File: config.mk
export PLATFORM = sky130hd
export DESIGN_NAME = uart_tx_arbiter
export DESIGN_NICKNAME = d
export VERILOG_FILES = /design/src/rtl/uart_pkg.sv /design/src/rtl/rr_priority_pick.sv /design/src/rtl/uart_tx_arbiter.sv
export SDC_FILE = /design/constraint.sdc
export NUM_CORES = 1
export LEC_CHECK = 0
export CAP_MARGIN = 5
export CORE_MARGIN = 5
export CORE_UTILIZATION = 50
export DETAILED_ROUTE_END_ITERATION = 8
export DONT_BUFFER_PORTS = 1
export GPL_TIMING_DRIVEN = 0
export PLACE_DENSITY = 0.74
export SETUP_SLACK_MARGIN = 0.02
export SYNTH_ARGS = -nofsm -noshare
export SYNTH_HDL_FRONTEND = slang
export SYNTH_SLANG_ARGS = --single-unit
File: constraint.sdc
create_clock -name clk -period 4.4 [get_ports clk]
set_input_delay 0.88 -clock clk [delete_from_list [all_inputs] [get_ports clk]]
set_output_delay 0.88 -clock clk [all_outputs]
set_load 0.01 [all_outputs]
File: src/rtl/uart_pkg.sv
// Shared UART definitions: transmitter state encoding, arbiter state encoding
// and the default byte width.
package uart_pkg;

  localparam int INPUT_DATA_WIDTH_DEFAULT = 8;

  typedef enum logic [2:0] {
    UART_IDLE    = 3'd0,
    UART_START   = 3'd1,
    UART_DATA    = 3'd2,
    UART_STOP    = 3'd3,
    UART_CLEANUP = 3'd4
  } uart_state_e;

  typedef enum logic [1:0] {
    ARB_IDLE      = 2'd0,
    ARB_LAUNCH    = 2'd1,
    ARB_WAIT_BUSY = 2'd2,
    ARB_WAIT_DONE = 2'd3
  } arb_state_e;

endpackage

File: src/rtl/rr_priority_pick.sv
// Combinational round-robin selector: the first requester at or after ptr_i
// (wrapping modulo N) wins.
module rr_priority_pick #(
  parameter int N = 4
) (
  input  logic [N-1:0]         req_i,
  input  logic [$clog2(N)-1:0] ptr_i,
  output logic [N-1:0]         grant_o,
  output logic [$clog2(N)-1:0] idx_o,
  output logic                 valid_o
);

  localparam int IW = $clog2(N);

  logic [IW-1:0] cand_idx [N];
  logic [N-1:0]  cand_req;

  // Candidate gi is the requester gi positions after the pointer.
  genvar gi;
  generate
    for (gi = 0; gi < N; gi++) begin : g_cand
      logic [IW:0] sum;
      assign sum          = {1'b0, ptr_i} + (IW+1)'(gi);
      assign cand_idx[gi] = (sum >= (IW+1)'(N)) ? IW'(sum - (IW+1)'(N)) : IW'(sum);
      assign cand_req[gi] = req_i[cand_idx[gi]];
    end
  endgenerate

  always_comb begin
    valid_o = 1'b0;
    idx_o   = '0;
    for (int k = N - 1; k >= 0; k--) begin
      if (cand_req[k]) begin
        valid_o = 1'b1;
        idx_o   = cand_idx[k];
      end
    end
    grant_o = valid_o ? (N'(1) << idx_o) : '0;
  end

endmodule

File: src/rtl/uart_tx_arbiter.sv
// Round-robin arbiter sharing one UART transmitter among NUM_REQUESTERS clients.
// Optional launch watchdog enabled by defining UART_ARB_TIMEOUT_EN.
module uart_tx_arbiter
  import uart_pkg::*;
#(
  parameter int NUM_REQUESTERS   = 4,
  parameter int INPUT_DATA_WIDTH = INPUT_DATA_WIDTH_DEFAULT,
  parameter int TIMEOUT_CYCLES   = 64
) (
  input  logic                                   clk,
  input  logic                                   reset,
  input  logic [NUM_REQUESTERS-1:0]              req,
  input  logic [NUM_REQUESTERS*INPUT_DATA_WIDTH-1:0] req_data,
  output logic [NUM_REQUESTERS-1:0]              ack,
  output logic                                   uart_enable,
  output logic [INPUT_DATA_WIDTH-1:0]            uart_data,
  input  logic                                   uart_busy,
  output logic [$clog2(NUM_REQUESTERS)-1:0]      owner,
  output logic                                   active
`ifdef UART_ARB_TIMEOUT_EN
  ,
  output logic                                   timeout_err
`endif
);

  localparam int IW = $clog2(NUM_REQUESTERS);

  arb_state_e                  state_q;
  logic [NUM_REQUESTERS-1:0]   ack_q;
  logic                        uart_enable_q;
  logic [INPUT_DATA_WIDTH-1:0] uart_data_q;
  logic [IW-1:0]               owner_q;
  logic                        active_q;
  logic [IW-1:0]               ptr_q;
  logic [IW-1:0]               ptr_d;

  logic [NUM_REQUESTERS-1:0]   pick_grant;
  logic [IW-1:0]               pick_idx;
  logic                        pick_valid;
  logic [INPUT_DATA_WIDTH-1:0] data_d;

  rr_priority_pick #(
    .N (NUM_REQUESTERS)
  ) u_pick (
    .req_i   (req),
    .ptr_i   (ptr_q),
    .grant_o (pick_grant),
    .idx_o   (pick_idx),
    .valid_o (pick_valid)
  );

  assign data_d = req_data[pick_idx*INPUT_DATA_WIDTH +: INPUT_DATA_WIDTH];
  assign ptr_d  = (pick_idx == IW'(NUM_REQUESTERS - 1)) ? '0 : pick_idx + IW'(1);

`ifdef UART_ARB_TIMEOUT_EN
  localparam int CW = $clog2(TIMEOUT_CYCLES + 1);
  logic [CW-1:0] to_cnt_q;
  logic          timeout_err_q;
`endif

  always_ff @(posedge clk or negedge reset) begin
    if (!reset) begin
      state_q       <= ARB_IDLE;
      ack_q         <= '0;
      uart_enable_q <= 1'b0;
      uart_data_q   <= '0;
      owner_q       <= '0;
      active_q      <= 1'b0;
      ptr_q         <= '0;
`ifdef UART_ARB_TIMEOUT_EN
      to_cnt_q      <= '0;
      timeout_err_q <= 1'b0;
`endif
    end else begin
      ack_q         <= '0;
      uart_enable_q <= 1'b0;
`ifdef UART_ARB_TIMEOUT_EN
      timeout_err_q <= 1'b0;
`endif
      case (state_q)
        ARB_IDLE: begin
          if (pick_valid && !uart_busy) begin
            ack_q       <= pick_grant;
            uart_data_q <= data_d;
            owner_q     <= pick_idx;
            ptr_q       <= ptr_d;
            active_q    <= 1'b1;
            state_q     <= ARB_LAUNCH;
          end
        end
        ARB_LAUNCH: begin
          // Hold off the strobe if something else grabbed the UART meanwhile.
          if (!uart_busy) begin
            uart_enable_q <= 1'b1;
            state_q       <= ARB_WAIT_BUSY;
`ifdef UART_ARB_TIMEOUT_EN
            to_cnt_q      <= '0;
`endif
          end
        end
        ARB_WAIT_BUSY: begin
          if (uart_busy) begin
            state_q <= ARB_WAIT_DONE;
`ifdef UART_ARB_TIMEOUT_EN
          end else if (to_cnt_q == CW'(TIMEOUT_CYCLES - 1)) begin
            timeout_err_q <= 1'b1;
            active_q      <= 1'b0;
            state_q       <= ARB_IDLE;
          end else begin
            to_cnt_q <= to_cnt_q + CW'(1);
`endif
          end
        end
        ARB_WAIT_DONE: begin
          if (!uart_busy) begin
            active_q <= 1'b0;
            state_q  <= ARB_IDLE;
          end
        end
        default: begin
          active_q <= 1'b0;
          state_q  <= ARB_IDLE;
        end
      endcase
    end
  end

  assign ack         = ack_q;
  assign uart_enable = uart_enable_q;
  assign uart_data   = uart_data_q;
  assign owner       = owner_q;
  assign active      = active_q;
`ifdef UART_ARB_TIMEOUT_EN
  assign timeout_err = timeout_err_q;
`endif

endmodule

==> run_results.csv <==
group,metric,value,unit
floorplanning,rows,17,
yosys,yosys.area_share.simple,0.1266,
yosys,synthMuxAreaShare,0.1714,
final_layout,postLayoutCellArea,0.001234,sq mm
yosys,synth_edf_count,0,
sta,min_period_over_period,0.4772,
yosys,synth_area,0.001146,sq mm
yosys,synth.area.top_cells,"dfrtp_1 44%, mux2_2 8.8%, mux2i_1 7.0%",
global_routing,grtUsageTotal,0.1644,
detailed_routing,drc,0,
detailed_routing,drt_iter0_drc,9,
clocking,ctsHoldBuffers,0,
yosys,syn_nets,150,
floorplanning,ios,55,
detailed_routing,route.detailed.wl_per_inst,17.76,um
yosys,postSynthCellCount,106,
clocking,cts_made_buffers,3,
final_layout,num-nets-final,155,
critical_path,cp_max_fo,10,
placement,placed_cell_area,0.001181,sq mm
critical_path,crit_path_end_kind,"register",
final_layout,antenna_cells,0,
floorplanning,die_width,57.88,um
yosys,synth_xor_area_frac,0,
yosys,synthDistinctLibCells,30,
floorplanning,die_y,57.88,um
critical_path,arrival,2.31,ns
final_layout,seqCellArea,500.5,sq um
placement,numPortBuffers,0,
critical_path,worstSetupPathType,"input pin to register",
yosys,async_reset_ff_frac,1.000,
placement,placed_cells,134,
yosys,synth_top_area_share,0.4367,
final_layout,multi_input_area,594.3,sq um
yosys,synth.largest_area_cell,"dfrtp_1",
run_status,status,"complete, no violations",
detailed_routing,drtAntennaViolNets,0,
yosys,netlist_top_cells_count,"20 x dfrtp_1, 10 x nand2_1, 9 x mux2_2",
critical_path,startpoint_type,"input pin",
pwr,vdd_drop_max,0.0003011,V
sta,finalCriticalPeriod,2.100,ns
sta,drv_slew,0,
detailed_routing,wl,2451,um
sta,slew_headroom,0.6969,
sta,clock-skew-final,0.007949,ns
yosys,synth-compound-area-share,0.1659,
hold_path,min_path_type,"input pin to asynchronous set/reset pin",
final_layout,layout-drive-gt1-share,0.2182,
clocking,cts_setup_buffers,0,
yosys,synth_adder_area_share,0.05459,
sta,setup_viol,0,
placement,gp_congestion,0.7390,
clocking,clockBufferDepth,2,
sta,fmax,0.4762,GHz
detailed_routing,routed_via_density,6.058,
clocking,tritoncts,"yes",
detailed_routing,first_pass_iters,2,
yosys,ys.flop_type,"dfrtp_1",
sta,worst_slew_pin_slew,0.4547,ns
global_routing,grt_pass1_vias,948,
pwr,power_density,645.8,mW/mm^2
global_routing,overflow,0,
detailed_routing,vias,836,
placement,hpwl,1954,um
yosys,yosysSeqAreaShare,0.4367,
yosys,yosysWarnings,0,
clocking,worstSkewPairLatency,0.30,ns
final_layout,final_cells,138,
clocking,clkSinkCount,20,
global_routing,antenna_found_initial,0,
sta,rsz0062_at_grt,"false",
pwr,power.leakage,0.5686,nW
global_routing,grt_first_pass_wirelength,4243,um
yosys,ys_ff_latch,20,
yosys,synthMostInstantiatedCell,"dfrtp_1",
yosys,synth_top_family_by_area,"multiplexers",
sta,setup_tns,0,ns
clocking,post_cts_resized,0,
floorplanning,core-area,0.002191,sq mm
critical_path,required,4.61,ns
floorplanning,start_util,0.5231,
sta,hold_viol_final,0,
job,drv_cap,0,
floorplanning,dieArea,0.003350,sq mm
clocking,clk_pin_slew,0.12,ns
clocking,cts_max_level,1,
yosys,synth.avg_cell_area,10.81,sq um
clocking,cts_root_buf,"clkbuf_4",
global_routing,grt_max_degree,21,
final_layout,fillerInstances,191,
final_layout,synthToLayoutAreaGrowth,7.642,%
-- placed cells by master (no fill, tap or decap), types with 2 or more instances in the layout --
cell type	n
ha_1	5
inv_1	6
mux2_2	9
a21oi_1	5
dfrtp_1	20
nor2_1	6
nand2_1	10
o21ai_0	2
buf_2	2
mux2i_1	8
o211ai_1	2
o221a_2	6
nand3_1	8
clkbuf_4	3
-- per-layer routing --
layer	routed length (um)	share of wire	global-route usage
met1	974	0.40	0.1834
met2	1274	0.52	0.2806
met3	159	0.065	0.04677
met4	42	0.017	0.08940
met5	0	0	0
-- per-stage QoR --
stage          total power, mW    util  hold WS (ns)  setup slack [ns]
2_1_floorplan           0.5906       -        0.5075             2.181
3_3_place_gp            0.6377  0.5391        0.5346             2.042
3_5_place_dp            0.6579  0.5391        0.5469             1.946
4_1_cts                 0.8087  0.5631        0.2450             2.270
5_1_grt                 0.8647  0.5631        0.2176             2.179
6_report                0.7967  0.5631        0.2533             2.300
-- cell type report --
class / count / share of cell area
Clock buffer: 3 / 0.01826
Buffer: 3 / 0.02028
Sequential cell: 20 / 0.4057
Clock inverter: 1 / 0.02434
Tap cell: 28 / 0.02840
Multi-Input combinational cell: 76 / 0.4817
Inverter: 7 / 0.02130
-- logic make-up (layout without fill, tap and decap cells) --
group                      count (synthesis)  count (layout)
and+or+nand+nor                           31              31
AOI/OAI and AO/OA                         22              22
DFF                                       20              20
muxes                                     18              18
buffers and inverters                     10              14
adders and majority gates                  5               5
-- worst paths after layout --
path	startpoint	end	slack [ns]	depth (start not counted)
max	req[1]	ptr_q[0]$_DFFE_PN0P_	2.30	6
min	reset	uart_data[5]$_DFFE_PN0P_	0.25	0
max reg2reg	ptr_q[1]$_DFFE_PN0P_	ptr_q[0]$_DFFE_PN0P_	2.35	6
min reg2reg	owner[0]$_DFFE_PN0P_	owner[0]$_DFFE_PN0P_	0.57	2
max in group asynchronous	reset	uart_enable$_DFF_PN0_	4.07	0
min in group clk	owner[0]$_DFFE_PN0P_	owner[0]$_DFFE_PN0P_	0.57	2
-- flip-flops by register name (all words and copies together) (netlist names) --
name         flops
owner            2
uart_enable      1
ptr_q            2
ack              4
active           1
uart_data        8
state_q          2
-- power by group --
part | total (mW) | switching (mW) | internal (mW)
clock | 0.149 | 0.0571 | 0.0920
combinational | 0.309 | 0.149 | 0.159
sequential | 0.339 | 0.0837 | 0.255
total | 0.797 | 0.290 | 0.507
-- worst max-delay path, cell delays in order --
cell	delay, ns
mux2_4	0.27
o221ai_4	0.39
buf_8	0.21
inv_1	0.09
ha_1	0.20
o31ai_1	0.25
No activity file was read; power rests on OpenSTA's default activity.
